File: src/rtl/sram_sh_tag_ctrl_pkg.sv
// ---------------------------------------------------------------------------
// sram_sh_tag_pkg
// Shared types and helpers for the shared-cache tag store controller.
//   sh_tag_state_e : controller FSM states (INIT = invalidate sweep, IDLE)
//   lane_width()   : stored bits per way; one extra parity bit when
//                    SH_TAG_PARITY_EN is defined
// Optional feature macro: SH_TAG_PARITY_EN
// ---------------------------------------------------------------------------
package sram_sh_tag_pkg;

  typedef enum logic {
    INIT = 1'b0,
    IDLE = 1'b1
  } sh_tag_state_e;

  function automatic int lane_width(input int tag_width);
`ifdef SH_TAG_PARITY_EN
    return tag_width + 1;
`else
    return tag_width;
`endif
  endfunction

endpackage

File: src/rtl/sram_sh_tag_ctrl_if.sv
// ---------------------------------------------------------------------------
// sram_sh_tag_ctrl_if
// Request/response bundle between the shared-cache lookup pipeline (master)
// and the tag store controller (slave).
//   FLUSH_REQ  : pulse, invalidate all sets
//   BUSY       : invalidate sweep running
//   REQ_*      : valid/ready request (WE, per-way WAY_EN, set ADDR, WDATA)
//   RSP_*      : one-cycle read response with held data and per-way parity error
// ---------------------------------------------------------------------------
interface sram_sh_tag_ctrl_if #(
  parameter int ADDR_WIDTH = 4,
  parameter int TAG_WIDTH  = 10,
  parameter int SH_NB_WAYS = 4
);

  logic                             FLUSH_REQ;
  logic                             BUSY;
  logic                             REQ_VALID;
  logic                             REQ_READY;
  logic                             REQ_WE;
  logic [SH_NB_WAYS-1:0]            REQ_WAY_EN;
  logic [ADDR_WIDTH-1:0]            REQ_ADDR;
  logic [SH_NB_WAYS*TAG_WIDTH-1:0]  REQ_WDATA;
  logic                             RSP_VALID;
  logic [SH_NB_WAYS*TAG_WIDTH-1:0]  RSP_RDATA;
  logic [SH_NB_WAYS-1:0]            RSP_PERR;

  modport master (
    output FLUSH_REQ, REQ_VALID, REQ_WE, REQ_WAY_EN, REQ_ADDR, REQ_WDATA,
    input  BUSY, REQ_READY, RSP_VALID, RSP_RDATA, RSP_PERR
  );

  modport slave (
    input  FLUSH_REQ, REQ_VALID, REQ_WE, REQ_WAY_EN, REQ_ADDR, REQ_WDATA,
    output BUSY, REQ_READY, RSP_VALID, RSP_RDATA, RSP_PERR
  );

endinterface

File: src/rtl/sram_sh_tag_ctrl_mem.sv
// ---------------------------------------------------------------------------
// GENERIC_MEM
// Single-port synchronous SRAM model, NB_LANES lanes of DATA_WIDTH bits.
//   CLK   : clock
//   CEN   : chip enable, active-low
//   RDWEN : 1 = read, 0 = write
//   BW    : per-bit write enable (1 = write that bit)
//   A     : word address
//   D     : write data
//   Q     : registered read data (updated only on a read access)
// ---------------------------------------------------------------------------
module GENERIC_MEM #(
  parameter int ADDR_WIDTH = 4,
  parameter int DATA_WIDTH = 10,
  parameter int NB_LANES   = 4
) (
  input  logic                           CLK,
  input  logic                           CEN,
  input  logic                           RDWEN,
  input  logic [NB_LANES*DATA_WIDTH-1:0] BW,
  input  logic [ADDR_WIDTH-1:0]          A,
  input  logic [NB_LANES*DATA_WIDTH-1:0] D,
  output logic [NB_LANES*DATA_WIDTH-1:0] Q
);

  localparam int WIDTH = NB_LANES * DATA_WIDTH;
  localparam int DEPTH = 2 ** ADDR_WIDTH;

  logic [WIDTH-1:0] mem_reg [0:DEPTH-1];
  logic [WIDTH-1:0] q_reg;

  // Bit-masked write keeps unselected lanes intact; Q only changes on reads.
  always_ff @(posedge CLK) begin
    if (!CEN) begin
      if (!RDWEN) begin
        mem_reg[A] <= (mem_reg[A] & ~BW) | (D & BW);
      end else begin
        q_reg <= mem_reg[A];
      end
    end
  end

  assign Q = q_reg;

endmodule

File: src/rtl/sram_sh_tag_ctrl.sv
// ---------------------------------------------------------------------------
// sram_sh_tag_ctrl
// Shared-cache tag store controller around one GENERIC_MEM cut holding
// SH_NB_WAYS tags per set. Invalidate sweep after reset and on FLUSH_REQ,
// valid/ready request port with per-way write enables, registered read
// response with a hold register.
//   CLK  : clock
//   RST  : synchronous reset, active-high
//   bus  : sram_sh_tag_ctrl_if.slave (FLUSH_REQ/BUSY, REQ_*, RSP_*)
// Optional feature macro: SH_TAG_PARITY_EN -- one even-parity bit per way is
// stored and checked on read (RSP_PERR); otherwise RSP_PERR is tied to 0.
// ---------------------------------------------------------------------------
module sram_sh_tag_ctrl
  import sram_sh_tag_pkg::*;
#(
  parameter int ADDR_WIDTH = 4,
  parameter int TAG_WIDTH  = 10,
  parameter int SH_NB_WAYS = 4
) (
  input  logic             CLK,
  input  logic             RST,
  sram_sh_tag_ctrl_if.slave bus
);

  localparam int LW = lane_width(TAG_WIDTH);
  localparam int MW = SH_NB_WAYS * LW;
  localparam int DW = SH_NB_WAYS * TAG_WIDTH;

  sh_tag_state_e         state_reg, state_next;
  logic [ADDR_WIDTH-1:0] ptr_reg, ptr_next;

  logic                  req_accept;
  logic                  mem_cen;
  logic                  mem_rdwen;
  logic [MW-1:0]         mem_bw;
  logic [ADDR_WIDTH-1:0] mem_a;
  logic [MW-1:0]         mem_d;
  logic [MW-1:0]         mem_q;

  logic [MW-1:0]         wdata_lanes;
  logic [MW-1:0]         bw_lanes;
  logic [DW-1:0]         rdata_q;

  logic                  rsp_valid_reg;
  logic [DW-1:0]         rdata_hold_reg;

  // ---------------- FSM ----------------
  always_ff @(posedge CLK) begin
    if (RST) begin
      state_reg <= INIT;
      ptr_reg   <= '0;
    end else begin
      state_reg <= state_next;
      ptr_reg   <= ptr_next;
    end
  end

  always_comb begin
    state_next = state_reg;
    ptr_next   = ptr_reg;
    case (state_reg)
      INIT: begin
        // FLUSH_REQ is ignored here: the running sweep is never restarted.
        ptr_next = ptr_reg + ADDR_WIDTH'(1);
        if (ptr_reg == {ADDR_WIDTH{1'b1}}) begin
          state_next = IDLE;
        end
      end
      IDLE: begin
        if (bus.FLUSH_REQ) begin
          state_next = INIT;
          ptr_next   = '0;
        end
      end
      default: begin
        state_next = INIT;
        ptr_next   = '0;
      end
    endcase
  end

  assign bus.BUSY      = (state_reg == INIT);
  assign bus.REQ_READY = (state_reg == IDLE);

  // A request coinciding with FLUSH_REQ is still served; the sweep follows.
  assign req_accept = bus.REQ_VALID && bus.REQ_READY && !RST;

  // ---------------- per-way lane packing ----------------
  for (genvar gi = 0; gi < SH_NB_WAYS; gi++) begin : g_lane
`ifdef SH_TAG_PARITY_EN
    // Even parity: stored bit makes the lane's XOR zero; all-zero lanes are clean.
    assign wdata_lanes[gi*LW +: LW] =
      {^bus.REQ_WDATA[gi*TAG_WIDTH +: TAG_WIDTH], bus.REQ_WDATA[gi*TAG_WIDTH +: TAG_WIDTH]};
`else
    assign wdata_lanes[gi*LW +: LW] = bus.REQ_WDATA[gi*TAG_WIDTH +: TAG_WIDTH];
`endif
    assign bw_lanes[gi*LW +: LW]          = {LW{bus.REQ_WAY_EN[gi]}};
    assign rdata_q[gi*TAG_WIDTH +: TAG_WIDTH] = mem_q[gi*LW +: TAG_WIDTH];
  end

  // ---------------- memory control ----------------
  always_comb begin
    mem_cen   = 1'b1;
    mem_rdwen = 1'b1;
    mem_bw    = '0;
    mem_a     = bus.REQ_ADDR;
    mem_d     = wdata_lanes;
    if (!RST && state_reg == INIT) begin
      mem_cen   = 1'b0;
      mem_rdwen = 1'b0;
      mem_bw    = '1;
      mem_a     = ptr_reg;
      mem_d     = '0;
    end else if (req_accept) begin
      mem_cen   = 1'b0;
      mem_rdwen = !bus.REQ_WE;
      mem_bw    = bus.REQ_WE ? bw_lanes : '0;
    end
  end

  GENERIC_MEM #(
    .ADDR_WIDTH (ADDR_WIDTH),
    .DATA_WIDTH (LW),
    .NB_LANES   (SH_NB_WAYS)
  ) u_mem (
    .CLK   (CLK),
    .CEN   (mem_cen),
    .RDWEN (mem_rdwen),
    .BW    (mem_bw),
    .A     (mem_a),
    .D     (mem_d),
    .Q     (mem_q)
  );

  // ---------------- response ----------------
  // Q is only shown in the response cycle; afterwards the hold copy is shown,
  // so later accesses never leak through RSP_RDATA.
  always_ff @(posedge CLK) begin
    if (RST) begin
      rsp_valid_reg  <= 1'b0;
      rdata_hold_reg <= '0;
    end else begin
      rsp_valid_reg <= req_accept && !bus.REQ_WE;
      if (rsp_valid_reg) begin
        rdata_hold_reg <= rdata_q;
      end
    end
  end

  assign bus.RSP_VALID = rsp_valid_reg;
  assign bus.RSP_RDATA = rsp_valid_reg ? rdata_q : rdata_hold_reg;

`ifdef SH_TAG_PARITY_EN
  logic [SH_NB_WAYS-1:0] perr_q;
  logic [SH_NB_WAYS-1:0] perr_hold_reg;

  for (genvar gi = 0; gi < SH_NB_WAYS; gi++) begin : g_perr
    assign perr_q[gi] = ^mem_q[gi*LW +: LW];
  end

  always_ff @(posedge CLK) begin
    if (RST) begin
      perr_hold_reg <= '0;
    end else if (rsp_valid_reg) begin
      perr_hold_reg <= perr_q;
    end
  end

  assign bus.RSP_PERR = rsp_valid_reg ? perr_q : perr_hold_reg;
`else
  assign bus.RSP_PERR = '0;
`endif

endmodule

File: src/flat_wrapper.sv
// flat-port wrapper written by rule: the top's interface ports become plain ports
module sram_sh_tag_ctrl_flat import sram_sh_tag_pkg::*;
#(
  parameter int ADDR_WIDTH = 4,
  parameter int TAG_WIDTH  = 10,
  parameter int SH_NB_WAYS = 4
)
  (CLK, RST, bus_FLUSH_REQ, bus_REQ_VALID, bus_REQ_WE, bus_REQ_WAY_EN, bus_REQ_ADDR, bus_REQ_WDATA, bus_BUSY, bus_REQ_READY, bus_RSP_VALID, bus_RSP_RDATA, bus_RSP_PERR);
  sram_sh_tag_ctrl_if #(.ADDR_WIDTH(ADDR_WIDTH), .TAG_WIDTH(TAG_WIDTH), .SH_NB_WAYS(SH_NB_WAYS)) bus_i ();
  input  logic CLK;
  input  logic RST;
  input wire logic [$bits(bus_i.FLUSH_REQ)-1:0] bus_FLUSH_REQ;
  input wire logic [$bits(bus_i.REQ_VALID)-1:0] bus_REQ_VALID;
  input wire logic [$bits(bus_i.REQ_WE)-1:0] bus_REQ_WE;
  input wire logic [$bits(bus_i.REQ_WAY_EN)-1:0] bus_REQ_WAY_EN;
  input wire logic [$bits(bus_i.REQ_ADDR)-1:0] bus_REQ_ADDR;
  input wire logic [$bits(bus_i.REQ_WDATA)-1:0] bus_REQ_WDATA;
  output wire logic [$bits(bus_i.BUSY)-1:0] bus_BUSY;
  output wire logic [$bits(bus_i.REQ_READY)-1:0] bus_REQ_READY;
  output wire logic [$bits(bus_i.RSP_VALID)-1:0] bus_RSP_VALID;
  output wire logic [$bits(bus_i.RSP_RDATA)-1:0] bus_RSP_RDATA;
  output wire logic [$bits(bus_i.RSP_PERR)-1:0] bus_RSP_PERR;
  assign bus_i.FLUSH_REQ = bus_FLUSH_REQ;
  assign bus_i.REQ_VALID = bus_REQ_VALID;
  assign bus_i.REQ_WE = bus_REQ_WE;
  assign bus_i.REQ_WAY_EN = bus_REQ_WAY_EN;
  assign bus_i.REQ_ADDR = bus_REQ_ADDR;
  assign bus_i.REQ_WDATA = bus_REQ_WDATA;
  assign bus_BUSY = bus_i.BUSY;
  assign bus_REQ_READY = bus_i.REQ_READY;
  assign bus_RSP_VALID = bus_i.RSP_VALID;
  assign bus_RSP_RDATA = bus_i.RSP_RDATA;
  assign bus_RSP_PERR = bus_i.RSP_PERR;
  sram_sh_tag_ctrl #(.ADDR_WIDTH(ADDR_WIDTH), .TAG_WIDTH(TAG_WIDTH), .SH_NB_WAYS(SH_NB_WAYS)) u_core (.CLK(CLK), .RST(RST), .bus(bus_i));
endmodule
File: config.mk
export PLATFORM = sky130hd
export DESIGN_NAME = sram_sh_tag_ctrl_flat
export DESIGN_NICKNAME = d
export VERILOG_FILES = /design/src/rtl/sram_sh_tag_ctrl_pkg.sv /design/src/rtl/sram_sh_tag_ctrl_if.sv /design/src/rtl/sram_sh_tag_ctrl_mem.sv /design/src/rtl/sram_sh_tag_ctrl.sv /design/src/flat_wrapper.sv
export SDC_FILE = /design/constraint.sdc
export NUM_CORES = 1
export LEC_CHECK = 0
export BUFFER_PORTS_ARGS = -buffer_cell sky130_fd_sc_hd__buf_4
export CAP_MARGIN = 20
export CORE_UTILIZATION = 40
export CTS_CLUSTER_DIAMETER = 40
export DETAILED_ROUTE_END_ITERATION = 8
export SKIP_CTS_REPAIR_TIMING = 1
export SLEW_MARGIN = 15
export SYNTH_ARGS = -nofsm -noshare
export SYNTH_HDL_FRONTEND = slang
export SYNTH_SLANG_ARGS = --single-unit
File: constraint.sdc
create_clock -name CLK -period 5.8 [get_ports CLK]
set_input_delay 0.29 -clock CLK [delete_from_list [all_inputs] [get_ports CLK]]
set_output_delay 0.29 -clock CLK [all_outputs]
set_load 0.05 [all_outputs]
### Word level (Yosys, flattened, before mapping)

Memories as Yosys holds them, arrays and structs flattened.
Cells that the tools add are included.

| cells by class | value |
|---|---|
| add/sub/neg operators | 1 |
| $mul | 0 |
| div/mod/pow operators | 0 |
| magnitude comparators | 0 |
| equality and inequality tests | 2 |
| shifts and indexed selects | 0 |
| multiplexer cells | 18 |
| bitwise gates (word level) | 6 |
| reduce and logical (&&, ||, !) cells | 7 |

Operators with widths:

| operator | number |
|---|---|
| 40-bit two-way mux | 5 |
| 40-bit AND | 2 |
| 40-bit NOT | 1 |
| 40-bit bitwise OR | 1 |
| 1-bit two-way mux | 9 |
| 4-bit two-way mux | 2 |
| 4-bit one-hot mux with 2 select lines | 1 |
| 4-bit by 1-bit adder with 4-bit output (second input constant) | 1 |
| 4-bit equality test (second input constant) | 1 |
| 1-bit logical AND | 4 |
| 1-bit zero test | 2 |
| 2-bit inequality test (second input constant) | 1 |
| 1-bit NOT | 2 |
| 1-bit one-hot mux with 2 select lines | 1 |
| 2-bit AND reduction | 1 |

| word-level totals | value |
|---|---|
| register bits | 86 |
| latch bits | 0 |
| RAM bits | 640 |
| memory bits (read-only) | 0 |
| input bits | 53 |
| output and inout port bits | 47 |
| word-level logic and storage cells | 40 |
| memories kept | 1 |

Memories:

| memory | depth | width | rd ports | clocked after Yosys merged registers in | wr ports | RTL line | text |
|---|---|---|---|---|---|---|---|
| u_core.u_mem.mem_reg | 16 | 40 | 1 | 0 | 1 | sram_sh_tag_ctrl_mem.sv:29 | `logic [WIDTH-1:0] mem_reg [0:DEPTH-1];` |

### Logic depth before layout (Yosys ltp)

| logic depth | value |
|---|---|
| word-level depth | 7 |
| mapped depth | 9 |

### Cells and area by module

A second synthesis with hierarchy kept.

| unflattened totals | value |
|---|---|
| cells, all modules | 1,566 |
| area total of the unflattened synthesis | 29,275.6 µm² |

Modules (own cells, without submodules):

| module | times used | cells each | area each (µm²) |
|---|---|---|---|
| GENERIC_MEM | 1 | 1,344 | 26,870.8 |
| sram_sh_tag_ctrl | 1 | 222 | 2,404.8 |

### Worst setup path before layout

No wires, ideal clock.

| timing path | value |
|---|---|
| path kind | reg-to-reg |
| from | register u_core.state_reg (netlist: u_core.bus.REQ_READY) |
| to | register u_core.u_mem.q_reg[0] (netlist: u_core.u_mem.Q[0]) (read register of u_core.u_mem.mem_reg), enable pin |
| library setup time | 487 ps |
| data arrival time | 3,737 ps |
| required time | 5,313 ps |
| path slack | 1,576 ps |
| cell stages (with the launch flop) | 4 |
| period minus slack after synthesis | 4,224 ps |
| path through | dfxtp_1 > buf_6 > nand2_1 > nor3_1 |

| on the way | value |
|---|---|
| word-level cells in the longest chain between the ends | 6 |
| elaborated cells between the ends (all ways) | 10 |
| classes of those cells | mux: 4; bitwise: 2; reduce/logical: 4 |

Ends and longest elaborated chain:

| what | RTL line | text |
|---|---|---|
| start: declaration | sram_sh_tag_ctrl.sv:29 | `sh_tag_state_e state_reg, state_next;` |
| start signal: assignment | sram_sh_tag_ctrl.sv:53 | `state_reg <= state_next;` |
| 1-bit logical AND (2 in series) | sram_sh_tag_ctrl.sv:86 | `assign req_accept = bus.REQ_VALID && bus.REQ_READY && !RST;` |
| 1-bit two-way mux | sram_sh_tag_ctrl.sv:114 | `end else if (req_accept) begin` |
| 1-bit two-way mux | sram_sh_tag_ctrl.sv:108 | `if (!RST && state_reg == INIT) begin` |
| 1-bit NOT (no source line) | -- |  |
| 2-bit AND reduction (no source line) * | -- |  |
| end: declaration | sram_sh_tag_ctrl_mem.sv:30 | `logic [WIDTH-1:0] q_reg;` |

Mark *: on every way between the ends. The rest lies on a longest branch, timed or not.
A chain may end at the register's enable or synchronous reset.

### Worst setup path after layout

| timing path | value |
|---|---|
| from | register u_core.state_reg (netlist: u_core.bus.REQ_READY) |
| to | memory u_core.u_mem.mem_reg[11][26] in the netlist's numbering, data pin |

| on the way | value |
|---|---|
| word-level cells in the longest chain between the ends | 7 |
| elaborated cells between the ends (all ways) | 13 |
| classes of those cells | mux: 4; bitwise: 5; reduce/logical: 3; memory: 1 |

Ends and longest elaborated chain:

| what | RTL line | text |
|---|---|---|
| parallel branches: the longest is 6 deep, another holds memory read 16 x 40 bit | -- |  |
| 40-bit bitwise OR * | sram_sh_tag_ctrl_mem.sv:36 | `mem_reg[A] <= (mem_reg[A] & ~BW) \| (D & BW);` |
| end: declaration | sram_sh_tag_ctrl_mem.sv:29 |  |

Mark *: on every way between the ends.

==> run_results.csv <==
group,metric,value,unit
timing,fin_crit_sh,68.25,%
worst_setup_path,timing.critical_path.buf_inv,1,
timing,tightestPinTransition,1.111,ns
synth,dominantRegCellSynth,"sky130_fd_sc_hd__edfxtp_1",
timing,fin_skew,0.02962,ns
worst_setup_path,cp_top_family,"compound AO/OA/AOI/OAI gates",
final_layout,area_growth_from_synthesis_to_final_layout,19.71,%
detailed_routing,average_via_count_per_standard_cell,5.866,
timing,setup_ws,1.841,ns
pwr,p_per_area,391.9,nW/µm²
final_layout,drive_gt1_share,20.56,%
pwr,power_frac_seq,46.9,%
pwr,switching_share,22.80,%
placed_design,port_buffers,95,
detailed_routing,drt_first_pass_iters,9,
run_status,run_status,"complete, but fails checks",
cts,clk_pin_slew,0.06,ns
worst_setup_path,timing.critical_path.slowest_stage_cell,"sky130_fd_sc_hd__a31oi_4",
synth,ys_types,37,
cts,ctsRootBufferMaster,"sky130_fd_sc_hd__clkbuf_16",
synth,synth-seq-area-share,79.43,%
pwr,power.ir.vdd_worst,0.2616,mV
placed_design,pre_cts_slack,1.674,ns
timing,post-route-min-period,3.959,ns
timing,setup_repair_after_global_routing_missed_its_margin,"false",
floorplanning,overall_die_height,261.2,µm
timing,timing.final.hold_violations,1,
floorplanning,floorplan.initialDensity,40.65,%
timing,slew_viol_final,0,
grt,gr-usage-met1,29.14,%
pwr,net_switching_power_figure,0.002874,W
worst_setup_path,critical_path.max_fanout,26,
timing,timing.setup.tns,0,ns
synth,postSynthCellCount,1546,
synth,synthMostInstantiatedCell,"sky130_fd_sc_hd__edfxtp_1",
detailed_routing,route.detailed.wl_per_inst,26.63,µm
synth,synth.largest_area_cell,"sky130_fd_sc_hd__edfxtp_1",
detailed_routing,detail-route-antenna-nets,0,
grt,groute.usage.overall,20.39,%
floorplanning,boundaryPins,100,
final_layout,finish.net_count,1733,
synth,cell_types_with_the_highest_counts_after_synthesis,"680 x sky130_fd_sc_hd__edfxtp_1, 321 x sky130_fd_sc_hd__a22oi_1, 162 x sky130_fd_sc_hd__a21oi_1",
cts,max_root_sink_buffers,3,
synth,synth.ff_latch_count,726,
cts,cts.sink_count,726,
worst_setup_path,endpoint_kind,"register",
worst_setup_path,critical_path.cell_chain,"nor2_4 -> nor3_1 -> a31oi_4 -> buf_4 -> a21oi_1 -> or4_1 -> a22o_1",
grt,busiest_layer,"met2",
run,timing.max_cap.violations,0,
grt,use_met3,4.878,%
worst_setup_path,timing.critical_path.arrival,4.26,ns
run_status,violated_checks,"design-rule violations, negative hold slack",
min_path,hold_path.class,"in -> reg",
timing,max_freq,252.6,MHz
detailed_routing,initialDrtViolationCount,1589,
synth,netlist_area_before_placement,26870,µm²
synth,yosys.area.top_type_share,76.01,%
grt,initial_antenna_violation_count,3,
detailed_routing,detail_route.wirelength,69930,µm
synth,synth.yosys.warnings,0,
placed_design,place.gp.congestion,0.7900,
pwr,power.leakage,10.49,nW
cts,cts_tree,"built",
grt,grt_pass1_wl,100800,µm
detailed_routing,drc,13,
grt,grt_pass1_vias,15285,
worst_setup_path,required_time_at_the_worst_slack_endpoint,6.10,ns
grt,globalRoute.totalOverflow,0,
timing,timing.hold.ws,-0.01153,ns
placed_design,dp_hpwl,35610,µm
grt,largest_net_degree_at_the_start_of_global_routing,161,
floorplanning,area_of_the_core_region,66100,µm²
worst_setup_path,critPathLaunchType,"register",
final_layout,final_cell_area,32160,µm²
synth,share_of_synthesized_registers_carrying_an_async_set_or_reset,0,%
detailed_routing,vias,15403,
synth,synthesis.area_per_instance,17.38,µm²
floorplanning,placementRows,94,
worst_setup_path,critPathKind,"reg -> reg",
placed_design,placed_area,28830,µm²
synth,number_of_enable_flip_flop_cells_after_synthesis,680,
pwr,pwr-share-comb,5.7,%
synth,synth.top_cells.by_area,"sky130_fd_sc_hd__edfxtp_1 76%, sky130_fd_sc_hd__a22oi_1 9.0%, sky130_fd_sc_hd__dfxtp_1 3.4%",
pwr,intPower,0.009731,W
cts,cts_buffers,95,
pwr,share_clk_of_total_power,47.4,%
timing,relSlewSlack,25.92,%
timing,number_of_failing_setup_endpoints_in_the_final_timing_report,0,
grt,use_met2,31.03,%
cts,clock_tree.htree_level_count,3,
floorplanning,die-width,261.2,µm
floorplanning,design.die.area,68200,µm²
final_layout,max_reg_flops,640,
worst_setup_path,critical-path-max-stage-delay,0.84,ns
cts,insertion_delay,0.65,ns
==> layout by cell type (no fill, tap or decap), types with 3 or more instances in the layout <==
master / synthesis / layout
sky130_fd_sc_hd__nor2b_1: 40 / 40
sky130_fd_sc_hd__and2_1: 4 / 4
sky130_fd_sc_hd__clkinv_1: 0 / 11
sky130_fd_sc_hd__a31oi_4: 3 / 4
sky130_fd_sc_hd__nor2_4: 1 / 17
sky130_fd_sc_hd__nand2b_1: 3 / 3
sky130_fd_sc_hd__edfxtp_1: 680 / 680
sky130_fd_sc_hd__bufinv_16: 0 / 12
sky130_fd_sc_hd__clkinv_2: 0 / 7
sky130_fd_sc_hd__conb_1: 1 / 4
sky130_fd_sc_hd__clkinvlp_4: 0 / 15
sky130_fd_sc_hd__clkbuf_16: 0 / 96
sky130_fd_sc_hd__clkbuf_1: 51 / 12
sky130_fd_sc_hd__a22o_1: 40 / 40
sky130_fd_sc_hd__nor3_1: 4 / 3
sky130_fd_sc_hd__nand2_1: 7 / 7
sky130_fd_sc_hd__o21ai_4: 0 / 3
sky130_fd_sc_hd__a22oi_1: 321 / 321
sky130_fd_sc_hd__inv_1: 3 / 3
sky130_fd_sc_hd__or4_1: 41 / 41
sky130_fd_sc_hd__buf_4: 7 / 118
sky130_fd_sc_hd__nor3b_1: 3 / 3
sky130_fd_sc_hd__inv_6: 0 / 9
sky130_fd_sc_hd__clkinv_4: 0 / 11
sky130_fd_sc_hd__buf_12: 0 / 15
sky130_fd_sc_hd__dfxtp_1: 46 / 45
sky130_fd_sc_hd__mux2_2: 40 / 40
sky130_fd_sc_hd__a21oi_1: 162 / 162
sky130_fd_sc_hd__nor2_1: 26 / 9
==> kinds of logic (layout without fill, tap and decap cells) <==
family	after synthesis	in the layout	synth area share [%]
flops	726	726	79.43
compound gates	537	537	13.87
simple gates	134	134	3.050
buf+inv	107	319	1.909
mux	40	40	1.677
fa+ha+maj	1	1	0.04656
other cells	1	5	0.01396
==> power by group through the flow <==
stage               logic (W)  registers, W  clock network (W)
floorplan            0.000449       0.00602                  0
global route         0.000773       0.00591            0.00626
global placement     0.000696       0.00601                  0
finish               0.000715       0.00591            0.00598
detailed placement   0.000714       0.00602                  0
CTS                  0.000717       0.00591            0.00605
==> worst paths after layout <==
kind / startpoint / to / slack, ns / cells after the start
worst max-delay path: u_core.bus.REQ_READY / u_core.u_mem.mem_reg[11][26] / 1.84 / 7
worst min register to register: u_core.ptr_reg[3] / u_core.bus.REQ_READY / 0.57 / 2
worst max register to register: u_core.bus.REQ_READY / u_core.u_mem.mem_reg[11][26] / 1.84 / 7
worst min-delay path: bus_FLUSH_REQ / u_core.ptr_reg[1] / -0.01 / 4
==> worst min-delay path, stage by stage <==
cell and delay [ns]:
sky130_fd_sc_hd__buf_4 0.09, sky130_fd_sc_hd__nor2_1 0.04, sky130_fd_sc_hd__a21oi_1 0.11, sky130_fd_sc_hd__nor2_1 0.04
==> routing by layer <==
layer	share of wire (%)	vias up
met3	9.3	115
li1	-	6663
met4	2.1	0
met2	46	717
met5	0	-
met1	43	7908
==> stage by stage <==
stage / util (%) / hold slack [ns] / instances / power (W)
2_1_floorplan: - / 0.3668 / 1549 / 0.006464
3_3_place_gp: 43.59 / 0.4804 / 2442 / 0.006711
3_5_place_dp: 43.62 / 0.4795 / 2444 / 0.006733
4_1_cts: 48.62 / -0.2064 / 2623 / 0.01268
5_1_grt: 48.65 / 0.03163 / 2625 / 0.01295
6_report: 48.66 / -0.01153 / 2626 / 0.01261
==> layout make-up <==
type                            instances  area [µm²]
Antenna cell                            1       2.502
Clock buffer                          108        2447
Clock inverter                         71       857.1
Fill cell                            5483       33940
Inverter                                3       11.26
Multi-Input combinational cell        716        5191
Sequential cell                       726       21340
Tap cell                              864        1081
Timing Repair Buffer                  137        1229
Power figures use the tool's default switching activity.
